[config.mk]
export PLATFORM = sky130hd
export DESIGN_NAME = alu_arbiter_flat
export DESIGN_NICKNAME = d
export VERILOG_FILES = /design/src/rtl/alu_pkg.sv /design/src/rtl/alu_arbiter_if.sv /design/src/rtl/alu.sv /design/src/rtl/alu_arbiter.sv /design/src/flat_wrapper.sv
export SDC_FILE = /design/constraint.sdc
export NUM_CORES = 1
export LEC_CHECK = 0
export BUFFER_PORTS_ARGS = -buffer_cell sky130_fd_sc_hd__buf_2
export CORE_AREA = 3 3 131 120
export DETAILED_ROUTE_END_ITERATION = 12
export DIE_AREA = 0 0 134 123
export PLACE_DENSITY = 0.83
export SYNTH_ARGS = -nofsm -noshare
export SYNTH_HDL_FRONTEND = slang
export SYNTH_SLANG_ARGS = --single-unit
[constraint.sdc]
create_clock -name i_clk -period 15.5 [get_ports i_clk]
set_input_delay 1.55 -clock i_clk [delete_from_list [all_inputs] [get_ports i_clk]]
set_output_delay 1.55 -clock i_clk [all_outputs]
set_load 0.1 [all_outputs]
[src/rtl/alu_pkg.sv]
// Shared ALU opcode and requester-ID constants for the ALU and the
// two-requester arbiter that fronts it.
package alu_pkg;

  typedef logic [3:0] aluctr_t;

  localparam aluctr_t ALU_ADD = 4'b0000;
  localparam aluctr_t ALU_SUB = 4'b0001;
  localparam aluctr_t ALU_AND = 4'b0010;
  localparam aluctr_t ALU_OR  = 4'b0011;
  localparam aluctr_t ALU_XOR = 4'b0100;
  localparam aluctr_t ALU_SLT = 4'b0101;

  localparam logic REQ0 = 1'b0;
  localparam logic REQ1 = 1'b1;

endpackage

[src/rtl/alu_arbiter_if.sv]
// Request/response bundle of the shared-ALU arbiter: two valid/ready
// requesters in, one valid/ready response out.
interface alu_arbiter_if #(
  parameter int DATA_WIDTH = 32
);
  import alu_pkg::*;

  logic                  i_req0_valid;
  logic                  o_req0_ready;
  logic [DATA_WIDTH-1:0] i_req0_a;
  logic [DATA_WIDTH-1:0] i_req0_b;
  aluctr_t               i_req0_aluctr;

  logic                  i_req1_valid;
  logic                  o_req1_ready;
  logic [DATA_WIDTH-1:0] i_req1_a;
  logic [DATA_WIDTH-1:0] i_req1_b;
  aluctr_t               i_req1_aluctr;

  logic                  o_rsp_valid;
  logic                  i_rsp_ready;
  logic                  o_rsp_id;
  logic [DATA_WIDTH-1:0] o_rsp_result;
  logic                  o_rsp_cf;
  logic                  o_rsp_zf;
  logic                  o_rsp_of;
  logic                  o_rsp_sf;

  // Requesters and the response consumer.
  modport master (
    output i_req0_valid, i_req0_a, i_req0_b, i_req0_aluctr,
    output i_req1_valid, i_req1_a, i_req1_b, i_req1_aluctr,
    output i_rsp_ready,
    input  o_req0_ready, o_req1_ready,
    input  o_rsp_valid, o_rsp_id, o_rsp_result,
    input  o_rsp_cf, o_rsp_zf, o_rsp_of, o_rsp_sf
  );

  // The arbiter itself.
  modport slave (
    input  i_req0_valid, i_req0_a, i_req0_b, i_req0_aluctr,
    input  i_req1_valid, i_req1_a, i_req1_b, i_req1_aluctr,
    input  i_rsp_ready,
    output o_req0_ready, o_req1_ready,
    output o_rsp_valid, o_rsp_id, o_rsp_result,
    output o_rsp_cf, o_rsp_zf, o_rsp_of, o_rsp_sf
  );

endinterface

[src/rtl/alu.sv]
// Combinational ALU: add/sub/and/or/xor/signed-less-than with carry,
// zero, overflow and sign flags. Unknown opcodes yield a zero result.
module alu
  import alu_pkg::*;
#(
  parameter int DATA_WIDTH = 32
) (
  input  logic [DATA_WIDTH-1:0] a,
  input  logic [DATA_WIDTH-1:0] b,
  input  aluctr_t               aluctr,
  output logic [DATA_WIDTH-1:0] result,
  output logic                  cf,
  output logic                  zf,
  output logic                  of,
  output logic                  sf
);

  localparam int MSB = DATA_WIDTH - 1;

  logic [DATA_WIDTH:0] sum;
  logic [DATA_WIDTH:0] diff;
  logic                lt;

  // NOTE: every output of a combinational block gets a default before the
  // case, so no path leaves a value unassigned and no latch is inferred.
  always_comb begin
    result = '0;
    cf     = 1'b0;
    of     = 1'b0;
    sum    = {1'b0, a} + {1'b0, b};
    diff   = {1'b0, a} - {1'b0, b};
    lt     = $signed(a) < $signed(b);

    case (aluctr)
      ALU_ADD: begin
        result = sum[MSB:0];
        cf     = sum[DATA_WIDTH];
        of     = (a[MSB] == b[MSB]) && (sum[MSB] != a[MSB]);
      end
      ALU_SUB: begin
        // Carry on subtract reports an unsigned borrow.
        result = diff[MSB:0];
        cf     = diff[DATA_WIDTH];
        of     = (a[MSB] != b[MSB]) && (diff[MSB] != a[MSB]);
      end
      ALU_AND: result = a & b;
      ALU_OR:  result = a | b;
      ALU_XOR: result = a ^ b;
      ALU_SLT: result = {{(DATA_WIDTH-1){1'b0}}, lt};
      default: result = '0;
    endcase

    zf = (result == '0);
    sf = result[MSB];
  end

endmodule

[src/rtl/alu_arbiter.sv]
// Round-robin arbiter sharing one ALU between two requesters; the result is
// held in a one-entry response buffer tagged with the winning requester.
module alu_arbiter
  import alu_pkg::*;
#(
  parameter int DATA_WIDTH = 32
) (
  input  logic           i_clk,
  input  logic           i_rst_n,
  alu_arbiter_if.slave   bus
);

  typedef enum logic {
    EMPTY = 1'b0,
    FULL  = 1'b1
  } buf_state_t;

  buf_state_t state_q, state_d;
  logic       last_grant_q;
  logic       grant;
  logic       can_accept;
  logic       ready0, ready1;
  logic       accept;

  logic [DATA_WIDTH-1:0] alu_a, alu_b, alu_result;
  aluctr_t               alu_ctr;
  logic                  alu_cf, alu_zf, alu_of, alu_sf;

  logic [DATA_WIDTH-1:0] rsp_result_q;
  logic                  rsp_id_q;
  logic                  rsp_cf_q, rsp_zf_q, rsp_of_q, rsp_sf_q;

  // Under contention the requester that did not win last time goes next.
  always_comb begin
    grant = REQ0;
    if (bus.i_req0_valid && bus.i_req1_valid)
      grant = (last_grant_q == REQ0) ? REQ1 : REQ0;
    else if (bus.i_req1_valid)
      grant = REQ1;
  end

  assign can_accept = (state_q == EMPTY) || bus.i_rsp_ready;
  assign ready0     = can_accept && bus.i_req0_valid && (grant == REQ0);
  assign ready1     = can_accept && bus.i_req1_valid && (grant == REQ1);
  assign accept     = ready0 || ready1;

  assign bus.o_req0_ready = ready0;
  assign bus.o_req1_ready = ready1;

  // Requester 0 feeds the ALU whenever requester 1 is not being accepted.
  always_comb begin
    alu_a   = bus.i_req0_a;
    alu_b   = bus.i_req0_b;
    alu_ctr = bus.i_req0_aluctr;
    if (ready1) begin
      alu_a   = bus.i_req1_a;
      alu_b   = bus.i_req1_b;
      alu_ctr = bus.i_req1_aluctr;
    end
  end

  alu #(
    .DATA_WIDTH(DATA_WIDTH)
  ) u_alu (
    .a      (alu_a),
    .b      (alu_b),
    .aluctr (alu_ctr),
    .result (alu_result),
    .cf     (alu_cf),
    .zf     (alu_zf),
    .of     (alu_of),
    .sf     (alu_sf)
  );

  always_comb begin
    state_d = state_q;
    if (accept)
      state_d = FULL;
    else if (state_q == FULL && bus.i_rsp_ready)
      state_d = EMPTY;
  end

  // NOTE: clocked state uses non-blocking assignments so every register
  // samples pre-edge values regardless of statement or process order.
  always_ff @(posedge i_clk or negedge i_rst_n) begin
    if (!i_rst_n) begin
      state_q      <= EMPTY;
      last_grant_q <= REQ1;
    end else begin
      state_q <= state_d;
      if (accept)
        last_grant_q <= grant;
    end
  end

  always_ff @(posedge i_clk or negedge i_rst_n) begin
    if (!i_rst_n) begin
      rsp_result_q <= '0;
      rsp_id_q     <= REQ0;
      rsp_cf_q     <= 1'b0;
      rsp_zf_q     <= 1'b0;
      rsp_of_q     <= 1'b0;
      rsp_sf_q     <= 1'b0;
    end else if (accept) begin
      rsp_result_q <= alu_result;
      rsp_id_q     <= grant;
      rsp_cf_q     <= alu_cf;
      rsp_zf_q     <= alu_zf;
      rsp_of_q     <= alu_of;
      rsp_sf_q     <= alu_sf;
    end
  end

  assign bus.o_rsp_valid  = (state_q == FULL);
  assign bus.o_rsp_id     = rsp_id_q;
  assign bus.o_rsp_result = rsp_result_q;
  assign bus.o_rsp_cf     = rsp_cf_q;
  assign bus.o_rsp_zf     = rsp_zf_q;
  assign bus.o_rsp_of     = rsp_of_q;
  assign bus.o_rsp_sf     = rsp_sf_q;

endmodule

[src/flat_wrapper.sv]
// flat-port wrapper written by rule: the top's interface ports become plain ports
module alu_arbiter_flat import alu_pkg::*;
#(
  parameter int DATA_WIDTH = 32
)
  (i_clk, i_rst_n, bus_i_req0_valid, bus_i_req0_a, bus_i_req0_b, bus_i_req0_aluctr, bus_i_req1_valid, bus_i_req1_a, bus_i_req1_b, bus_i_req1_aluctr, bus_i_rsp_ready, bus_o_req0_ready, bus_o_req1_ready, bus_o_rsp_valid, bus_o_rsp_id, bus_o_rsp_result, bus_o_rsp_cf, bus_o_rsp_zf, bus_o_rsp_of, bus_o_rsp_sf);
  alu_arbiter_if #(.DATA_WIDTH(DATA_WIDTH)) bus_i ();
  input  logic i_clk;
  input  logic i_rst_n;
  input wire logic [$bits(bus_i.i_req0_valid)-1:0] bus_i_req0_valid;
  input wire logic [$bits(bus_i.i_req0_a)-1:0] bus_i_req0_a;
  input wire logic [$bits(bus_i.i_req0_b)-1:0] bus_i_req0_b;
  input wire logic [$bits(bus_i.i_req0_aluctr)-1:0] bus_i_req0_aluctr;
  input wire logic [$bits(bus_i.i_req1_valid)-1:0] bus_i_req1_valid;
  input wire logic [$bits(bus_i.i_req1_a)-1:0] bus_i_req1_a;
  input wire logic [$bits(bus_i.i_req1_b)-1:0] bus_i_req1_b;
  input wire logic [$bits(bus_i.i_req1_aluctr)-1:0] bus_i_req1_aluctr;
  input wire logic [$bits(bus_i.i_rsp_ready)-1:0] bus_i_rsp_ready;
  output wire logic [$bits(bus_i.o_req0_ready)-1:0] bus_o_req0_ready;
  output wire logic [$bits(bus_i.o_req1_ready)-1:0] bus_o_req1_ready;
  output wire logic [$bits(bus_i.o_rsp_valid)-1:0] bus_o_rsp_valid;
  output wire logic [$bits(bus_i.o_rsp_id)-1:0] bus_o_rsp_id;
  output wire logic [$bits(bus_i.o_rsp_result)-1:0] bus_o_rsp_result;
  output wire logic [$bits(bus_i.o_rsp_cf)-1:0] bus_o_rsp_cf;
  output wire logic [$bits(bus_i.o_rsp_zf)-1:0] bus_o_rsp_zf;
  output wire logic [$bits(bus_i.o_rsp_of)-1:0] bus_o_rsp_of;
  output wire logic [$bits(bus_i.o_rsp_sf)-1:0] bus_o_rsp_sf;
  assign bus_i.i_req0_valid = bus_i_req0_valid;
  assign bus_i.i_req0_a = bus_i_req0_a;
  assign bus_i.i_req0_b = bus_i_req0_b;
  assign bus_i.i_req0_aluctr = bus_i_req0_aluctr;
  assign bus_i.i_req1_valid = bus_i_req1_valid;
  assign bus_i.i_req1_a = bus_i_req1_a;
  assign bus_i.i_req1_b = bus_i_req1_b;
  assign bus_i.i_req1_aluctr = bus_i_req1_aluctr;
  assign bus_i.i_rsp_ready = bus_i_rsp_ready;
  assign bus_o_req0_ready = bus_i.o_req0_ready;
  assign bus_o_req1_ready = bus_i.o_req1_ready;
  assign bus_o_rsp_valid = bus_i.o_rsp_valid;
  assign bus_o_rsp_id = bus_i.o_rsp_id;
  assign bus_o_rsp_result = bus_i.o_rsp_result;
  assign bus_o_rsp_cf = bus_i.o_rsp_cf;
  assign bus_o_rsp_zf = bus_i.o_rsp_zf;
  assign bus_o_rsp_of = bus_i.o_rsp_of;
  assign bus_o_rsp_sf = bus_i.o_rsp_sf;
  alu_arbiter #(.DATA_WIDTH(DATA_WIDTH)) u_core (.i_clk(i_clk), .i_rst_n(i_rst_n), .bus(bus_i));
endmodule
==> results.ini <==
[outcome]
status=finished clean

[yosys]
syn-num-nets=1427
synthSimpleGateAreaFrac_pct=28.80
synthArstFlopShare_pct=100.0
synth-edff-count=0
synth_top_family_by_area=compound AO/OA/AOI/OAI gates
synth_mux_area_share_pct=1.172
synth-xor-area-share_pct=1.109
syn_avg_cell_area_um2=6.660
netlist.area_leader.share_pct=15.52
yosys_warnings=0
ys.flop_type=dfrtp_1
ys_ff_latch=38
yosys-top-cells-area=ha_1 (16%), nand2_1 (13%), dfrtp_1 (12%), a21oi_1 (4.9%), inv_1 (4.5%)
synth_top_area_cell=ha_1
synth_compound_gate_area_share_pct=32.35
synth-adder-area-share_pct=16.03
synth_area_mm2=0.007899
netlist_instances=1186
synth_cell_types=93
seq_area_frac_synth_pct=12.05

[placed_design]
hpwl_um=20050
io_buffer_count=180
gp_congestion=1.033
dp_cells=1500

[cts]
ctsHoldBuffers=0
cts_resized=0
clock-sinks=38
cts_buffers=5
cts_tree=done
root_buffer=clkbuf_16
clk_pin_slew_ns=0.06
cts_max_level=2
clk_latency_ns=0.28
clk_path_buf_depth=2
cts_setup_buffers=0

[detailed_routing]
wl_um=26430
firstDrtPassIters=5
drt_iter0_drc=1058
vias=9260
drc=0
wl_per_cell_um=17.53
via_per_inst=6.141
ant_nets=0

[sta]
hold_viol=0
period_needed_ns=7.028
skew_ns=0.004582
worstMarginPinSlew_ns=0.9230
maxSlewHeadroom_pct=38.46
final_max_slew_viol_count=0
max_freq_ghz=0.1423
fin_setup_tns_ns=0
finalSetupViolations=0
fin_crit_sh_pct=45.34
rsz0062_at_grt=false

[finish]
layout_commonest_cell=nand2_1
drive_gt1_share_pct=17.71
nets=1550
layout-area-overhead-vs-synth_pct=14.05
final_cell_mix=nand2_1 (278), buf_2 (180), ha_1 (98)
final_cell_count_no_fill=1508
antenna_cells=0

[floorplanning]
io_pins=181
die_width_um=134
die_height_um=123
std_cell_rows=42
initial_core_util_pct=54.26
dieArea_mm2=0.01648
fp.coreArea_mm2=0.01456

[worst_setup_path]
worstPathCellList=buf_2, nand2b_2, nand3_4, buf_4, mux2i_1, inv_1, fa_1, a21o_1, a221oi_2, a211oi_1, a2111oi_1, xnor2_1, a221oi_1, nand4_1, nor4_1, nand4_1, or4_1, o41ai_2
cp.required_ns=15.68
crit_path_max_incr_delay_ns=0.63
crit_slowest_cell=buf_4
crit_path_end_kind=register
path_buf_inv=3
worst-setup-path-type=input port to register
cp_max_fo=72
path_common_cell=nand4_1
crit_arrival_ns=7.21
setup.worst_path.start_class=input port
path_delay_family=compound AO/OA/AOI/OAI gates

[global_route]
antenna_found_initial=0
overflow=0
grt_use_total_pct=30.52
grt_max_degree=73
grt_pass1_vias=8162
grt_pass1_wl_um=41370

[power_and_ir_drop]
p_sw_mw=0.6017
pwr-share-comb_pct=73.0
peakVddDrop_v=0.0001201
p_seq_share_pct=14.2
p_sw_share_pct=58.69
power.share.clock_pct=12.9
internal_power_mw=0.4235
powerDensity_mw_per_mm2=113.8
static-leakage-power_nw=4.658

[min_path]
timing.hold.worst.class=register to register

[flow_run]
drv_cap=0

-- cell type report --
class                      instances  area, um2
sequential                        38      952.2
multi-input combinational        977       6276
clock buffer                       5      125.1
tap                              198      247.7
clock inverter                     3      68.82
inverter                          98      370.4
fill                            1347       5548
timing repair buffer             189      968.4
-- synthesized netlist by cell type (12+ instances only) --
| cell type | count |
|---|---|
| inv_1 | 95 |
| nand2_1 | 278 |
| ha_1 | 98 |
| nand3_1 | 20 |
| clkbuf_1 | 48 |
| nor2_1 | 81 |
| o2111ai_1 | 12 |
| nand4_1 | 12 |
| a21o_1 | 16 |
| a21oi_1 | 78 |
| nor3_1 | 23 |
| o31ai_1 | 15 |
| a2111oi_0 | 12 |
| buf_2 | 14 |
| o21ai_0 | 54 |
| dfrtp_1 | 37 |
| a31oi_1 | 19 |
-- worst paths after layout --
path / start / to / slack [ns] / depth (start not counted)
max: bus_i_rsp_ready / u_core.bus.o_rsp_zf$_DFFE_PN0P_ / 8.47 / 18
min in group asynchronous: i_rst_n / u_core.bus.o_rsp_result[29]$_DFFE_PN0P_ / 1.36 / 1
min: u_core.bus.o_rsp_result[20]$_DFFE_PN0P_ / u_core.bus.o_rsp_result[20]$_DFFE_PN0P_ / 0.47 / 2
max reg2reg: u_core.last_grant_q$_DFFE_PN1P_ / u_core.bus.o_rsp_zf$_DFFE_PN0P_ / 9.48 / 17
max in group asynchronous: i_rst_n / u_core.bus.o_rsp_result[17]$_DFFE_PN0P_ / 13.63 / 1
min reg2reg: u_core.bus.o_rsp_result[20]$_DFFE_PN0P_ / u_core.bus.o_rsp_result[20]$_DFFE_PN0P_ / 0.47 / 2
-- kinds of logic (layout without fill, tap and decap cells) --
| family | Yosys count | in the layout |
|---|---|---|
| compound gates | 356 | 356 |
| buf+inv | 171 | 295 |
| xor+xnor | 10 | 10 |
| mux | 9 | 9 |
| fa+ha+maj | 100 | 100 |
| simple gates | 502 | 502 |
| flops | 38 | 38 |
-- power groups by stage --
stage	Clock, mW	Sequential [mW]	Combinational [mW]
after CTS	0.132	0.144	0.734
after floorplan	0	0.317	0.397
after global placement	0	0.145	0.727
after global routing	0.137	0.147	0.804
final	0.132	0.145	0.748
after detailed placement	0	0.146	0.731
-- sequential cells by signal, indices dropped and copies added (netlist names) --
signal / cells
u_core.bus.o_rsp_result: 31
u_core.bus.o_rsp_cf: 1
u_core.bus.o_rsp_id: 1
u_core.bus.o_rsp_of: 1
u_core.bus.o_rsp_sf: 1
u_core.bus.o_rsp_valid: 1
u_core.bus.o_rsp_zf: 1
u_core.last_grant_q: 1
-- routing by layer --
layer	up-vias	wire length [um]	GRT usage (%)
met3	75	3061	6.265
met5	-	0	0
met4	0	891	9.769
met2	564	10970	47.25
met1	4158	11510	42.77
li1	4463	-	-
-- worst min-delay path: cells and delay by family (launching register included) --
family           cells  cell delay (ns)
DFF                  1             0.33
and+or+nand+nor      2             0.10
-- per-stage QoR --
step                setup slack, ns  power, mW  area, um2  utilization [%]  hold WS (ns)
floorplan                     8.506     0.7143       7899                -        0.5214
global placement              8.390     0.8723       8815            60.56        0.4533
detailed placement            8.292     0.8770       8815            60.56        0.4621
CTS                           8.558      1.010       9009            61.89        0.4756
global route                  7.928      1.088       9009            61.89        0.4969
finish                        8.472      1.025       9009            61.89        0.4717
(Power assumes the default switching activity.)
